### src/rtl/relu_backward.sv
// ReLU backward pass over a square feature map: masks the upstream gradient
// wherever the forward pre-activation was not strictly positive, LANES elements per cycle.

module relu_backward_lane (
  input  logic [31:0] fwd,
  input  logic [31:0] grad,
  output logic [31:0] masked,
  output logic        active
);
  // Strictly positive in two's complement: zero and the most negative value both fail.
  assign active = $signed(fwd) > 32'sd0;
  assign masked = active ? grad : '0;
endmodule

module relu_backward #(
  parameter int MAP_WIDTH = 4,
  parameter int LANES     = 1
) (
  input  logic                                         clk,
  input  logic                                         reset,
  input  logic                                         start,
  input  logic [MAP_WIDTH*MAP_WIDTH*32-1:0]            fwd_map,
  input  logic [MAP_WIDTH*MAP_WIDTH*32-1:0]            grad_in,
  output logic [MAP_WIDTH*MAP_WIDTH*32-1:0]            grad_out,
  output logic [$clog2(MAP_WIDTH*MAP_WIDTH+1)-1:0]     active_count,
  output logic                                         busy,
  output logic                                         done
);
  localparam int N  = MAP_WIDTH * MAP_WIDTH;
  localparam int IW = (N > 1) ? $clog2(N) : 1;
  localparam int CW = $clog2(N + 1);
  localparam logic [IW-1:0] LAST_IDX = IW'(N - LANES);

  localparam logic [1:0] S_IDLE = 2'd0;
  localparam logic [1:0] S_RUN  = 2'd1;
  localparam logic [1:0] S_DONE = 2'd2;

  logic [1:0]             state;
  logic [IW-1:0]          idx;
  logic [N-1:0][31:0]     buf_fwd, buf_grad, go_q;
  logic [CW-1:0]          cnt_q;

  logic [LANES-1:0][31:0] lane_fwd, lane_grad, lane_out;
  logic [LANES-1:0]       lane_act;
  logic [CW-1:0]          chunk_cnt;

  genvar l;
  generate
    for (l = 0; l < LANES; l++) begin : g_lane
      assign lane_fwd[l]  = buf_fwd[idx + IW'(l)];
      assign lane_grad[l] = buf_grad[idx + IW'(l)];
      relu_backward_lane u_lane (
        .fwd    (lane_fwd[l]),
        .grad   (lane_grad[l]),
        .masked (lane_out[l]),
        .active (lane_act[l])
      );
    end
  endgenerate

  always_comb begin
    chunk_cnt = '0;
    for (int i = 0; i < LANES; i++) chunk_cnt = chunk_cnt + CW'(lane_act[i]);
  end

  always_ff @(posedge clk) begin
    if (reset) begin
      state    <= S_IDLE;
      busy     <= 1'b0;
      done     <= 1'b0;
      go_q     <= '0;
      cnt_q    <= '0;
      idx      <= '0;
      buf_fwd  <= '0;
      buf_grad <= '0;
    end else begin
      case (state)
        S_IDLE, S_DONE: begin
          // Results of the previous pass hold here until a new pass is accepted.
          if (start) begin
            buf_fwd  <= fwd_map;
            buf_grad <= grad_in;
            go_q     <= '0;
            cnt_q    <= '0;
            idx      <= '0;
            busy     <= 1'b1;
            done     <= 1'b0;
            state    <= S_RUN;
          end
        end
        S_RUN: begin
          for (int i = 0; i < LANES; i++) go_q[idx + IW'(i)] <= lane_out[i];
          cnt_q <= cnt_q + chunk_cnt;
          if (idx == LAST_IDX) begin
            busy  <= 1'b0;
            done  <= 1'b1;
            state <= S_DONE;
          end else begin
            idx <= idx + IW'(LANES);
          end
        end
        default: state <= S_IDLE;
      endcase
    end
  end

  assign grad_out     = go_q;
  assign active_count = cnt_q;
endmodule

### config.mk
export PLATFORM = sky130hd
export DESIGN_NAME = relu_backward
export DESIGN_NICKNAME = d
export VERILOG_FILES = /design/src/rtl/relu_backward.sv
export SDC_FILE = /design/constraint.sdc
export NUM_CORES = 2
export LEC_CHECK = 0
export ABC_AREA = 0
export CORE_AREA = 2 2 601 603
export CTS_BUF_LIST = sky130_fd_sc_hd__clkbuf_4 sky130_fd_sc_hd__clkbuf_8
export CTS_CLUSTER_DIAMETER = 60
export DETAILED_ROUTE_END_ITERATION = 7
export DIE_AREA = 0 0 603 605
export DONT_BUFFER_PORTS = 1
export SYNTH_ARGS = -nofsm -noshare
export SYNTH_HDL_FRONTEND = slang
export SYNTH_SLANG_ARGS = --single-unit
### constraint.sdc
create_clock -name clk -period 3.6 [get_ports clk]
set_input_delay 0.72 -clock clk [delete_from_list [all_inputs] [get_ports clk]]
set_output_delay 0.72 -clock clk [all_outputs]
set_load 0.01 [all_outputs]
==> key figures <==
Run status
  – Status: finished, violations left
  – Failing checks: negative setup slack

Final layout
  – Core Util, Final: 0.232
  – P&R area growth vs syn: 41.1%
  – Most frequent cells in the layout: nand2_1, dfxtp_1, a21oi_1
  – Cell Count, Final, Fillers Out: 12500
  – Fraction of layout cells with a size suffix above 1: 0.145
  – Nets: 8453
  – Post-route cell area: 82900 sq um
  – Most common cell after layout, fill and taps aside: nand2_1

Job
  – Max_cap viols: 0

Pwr
  – PD cells: 507 nW/um^2
  – Clock power frac: 0.431
  – Logic gate share of total power: 0.133
  – Cell Int Power: 29.9 mW
  – Peak VDD IR: 338 uV
  – Switching share of total power: 0.287
  – Flop pwr share: 0.436
  – Net switching power: 12.1 mW
  – Static Leakage: 29.0 nW

Setup path
  – CP Data Required Time: 4.47 ns
  – Crit path DAT: 4.65 ns
  – Worst setup SP type: flip-flop
  – Worst-path fanout max: 27
  – Endpoint type of the worst setup path: flip-flop
  – CP Class: reg -> reg

Placement
  – Cell count after placement: 10900
  – IO buf count: 0
  – Post-DP Area: 65600 sq um
  – Hpwl dp: 257 mm
  – Final Wtd Congestion: 0.900

Floorplanning
  – I/O Pins: 1546
  – Core area: 358000 sq um
  – Die area: 365000 sq um
  – Cell row count: 220
  – Die X-Extent: 603 microns
  – Vert. Die Dim: 605 microns
  – Initial Utilization: 0.164

STA
  – RSZ-0062 raised after global routing: true
  – Max Clk Rate: 265 MHz
  – Final WS setup: -0.178 ns
  – Tmin final: 3.78 ns
  – Final Hold Vio Count: 0
  – Worst Hold Slack: 0.143 ns
  – Slew headroom: 0.0654
  – Fin. max-slew vios: 0
  – Final setup vio count: 454
  – Least-Margin Pin Slew: 1.40 ns
  – Period utilisation layout: 1.05
  – Worst clock skew: 0.0988 ns
  – Setup TNS: -43.86 ns

Clock network
  – H-tree Lvls: 5
  – CTS tree: built
  – Sink Count: 1549
  – TritonCTS Buffers: 283
  – CTS root buf: clkbuf_8
  – Clock buffer depth: 4
  – Clock Latency Late Sink: 1.02 ns
  – Clock-pin slew of the registers on the worst-case setup and hold paths: 0.06 ns

Logic synthesis
  – Mapped Area: 58800 sq um
  – Register area share after synthesis: 0.528
  – Register bit total from synthesis: 1549
  – Synthesized net count: 7476
  – EDFF count, synth: 0
  – Synth Warn #: 0
  – Post-synth ARST share: 0
  – Mapped Avg Cell Area: 9.12 sq um
  – Synthesized instance count: 6443
  – Primary FF master, synth: dfxtp_1
  – Yosys cell types: 57

Drt
  – TritonRoute pass-1 iters: 8
  – DRC viols: 0
  – Routed len/inst: 27.3 microns
  – Routed Antenna Nets: 0
  – Vias: 57300
  – DR iter-0 viols: 7036
  – WL final: 342 mm
  – Vias per cell: 4.57

Global routing
  – All-Layer GR Usage: 0.176
  – First-pass GRT wire length: 449 mm
  – Largest net degree at the start of global routing: 256
  – Number of global-route vias before repair: 54200
  – Total gr overflow: 0
  – Initial antenna violation count: 178

Min path
  – Min-delay worst type: in -> reg
==> final cells by class <==
cell class                      count  area, sq um
Timing Repair Buffer             1331        14000
Sequential cell                  1549        31000
Inverter                            5         26.3
Fill cell                       38300       275000
Tap cell                         4773         5970
Antenna cell                      144          360
Clock buffer                      421         5230
Multi-Input combinational cell   4250        25600
Clock inverter                     64          726
==> cells by family after synthesis <==
logic type      synth area share
fa+ha+maj                0.00128
simple gates               0.158
flops                      0.528
compound gates             0.192
mux                       0.0713
xor+xnor                0.000298
buf+inv                   0.0497
==> timing repair <==
item                                    4_1_cts  5_1_grt
endpoints found under the setup margin      517      517
hold buffers                               1022        0
resized for setup                            34       48
cloned                                        4        5
buffers inserted                              2       14
endpoints found under the hold margin      1024        0
pin swaps                                     2        9
==> power by group through the flow <==
stage / Sequential [mW] / Clock (mW) / Combinational, mW
6_report: 18.3 / 18.1 / 5.58
5_1_grt: 18.4 / 19.2 / 5.91
4_1_cts: 18.3 / 18.4 / 5.53
3_5_place_dp: 18.7 / 0 / 4.31
3_3_place_gp: 18.6 / 0 / 4.28
2_1_floorplan: 18.5 / 0 / 2.35
==> critical path, stage by stage (launching register included) <==
cell,delay [ns]
dfxtp_4,0.48
nand2b_2,0.30
buf_4,0.20
a21oi_1,0.06
o21ai_0,0.45
o2111ai_2,0.24
buf_6,0.19
a2111oi_2,0.36
nand4_1,0.28
buf_12,0.25
clkbuf_16,0.37
a32o_1,0.23
==> synthesized netlist by cell type, drive strengths merged (6+ instances only) <==
library cell  number  share of area
a2111oi            8         0.0013
a31oi              9        0.00096
nand3             10        0.00085
nor2             101         0.0065
or4                8         0.0010
or3                9        0.00096
nor2b             37         0.0039
buf              124          0.017
nor3              62         0.0053
a32o             512          0.087
clkbuf           515          0.033
o21ai             15         0.0013
o311ai             7         0.0010
a21oi           1079          0.092
nand2           2067           0.13
nor4              38         0.0040
ha                 6         0.0013
a211oi            27         0.0034
mux4             182          0.070
dfxtp           1549           0.53
nand4              6        0.00064
mux2i              7         0.0012
==> per-layer routing <==
| layer | track usage | share of wire | vias to the layer above |
|---|---|---|---|
| met2 | 0.308 | 0.50 | 3598 |
| met4 | 0.0941 | 0.058 | 88 |
| met3 | 0.0463 | 0.087 | 1006 |
| met1 | 0.194 | 0.36 | 27800 |
| li1 | - | - | 24800 |
| met5 | 0 | 0.0016 | - |
==> state kept, by name, indices dropped and copies added, names as in the netlist <==
signal / cells
busy: 1
state: 2
active_count: 5
done: 1
grad_out: 512
buf_grad: 512
buf_fwd: 512
idx: 4
==> final timing paths <==
kind	startpoint	end	slack, ns	cells after the start
max reg2reg	idx[1]$_SDFFE_PP0P_	grad_out[123]$_SDFFE_PP0P_	-0.18	11
min reg2reg	buf_grad[457]$_SDFFE_PP0P_	buf_grad[457]$_SDFFE_PP0P_	0.45	2
min	grad_in[431]	buf_grad[431]$_SDFFE_PP0P_	0.14	2
max	idx[1]$_SDFFE_PP0P_	grad_out[123]$_SDFFE_PP0P_	-0.18	11
==> metrics by stage <==
| stage | power [mW] | worst slack, ns |
|---|---|---|
| after floorplan | 20.8 | 0.0292 |
| after global placement | 22.9 | -0.436 |
| after detailed placement | 23.0 | -0.451 |
| after CTS | 42.2 | -0.0336 |
| after global routing | 43.5 | -0.114 |
| final | 42.0 | -0.178 |
No activity file was read; power rests on OpenSTA's default activity.
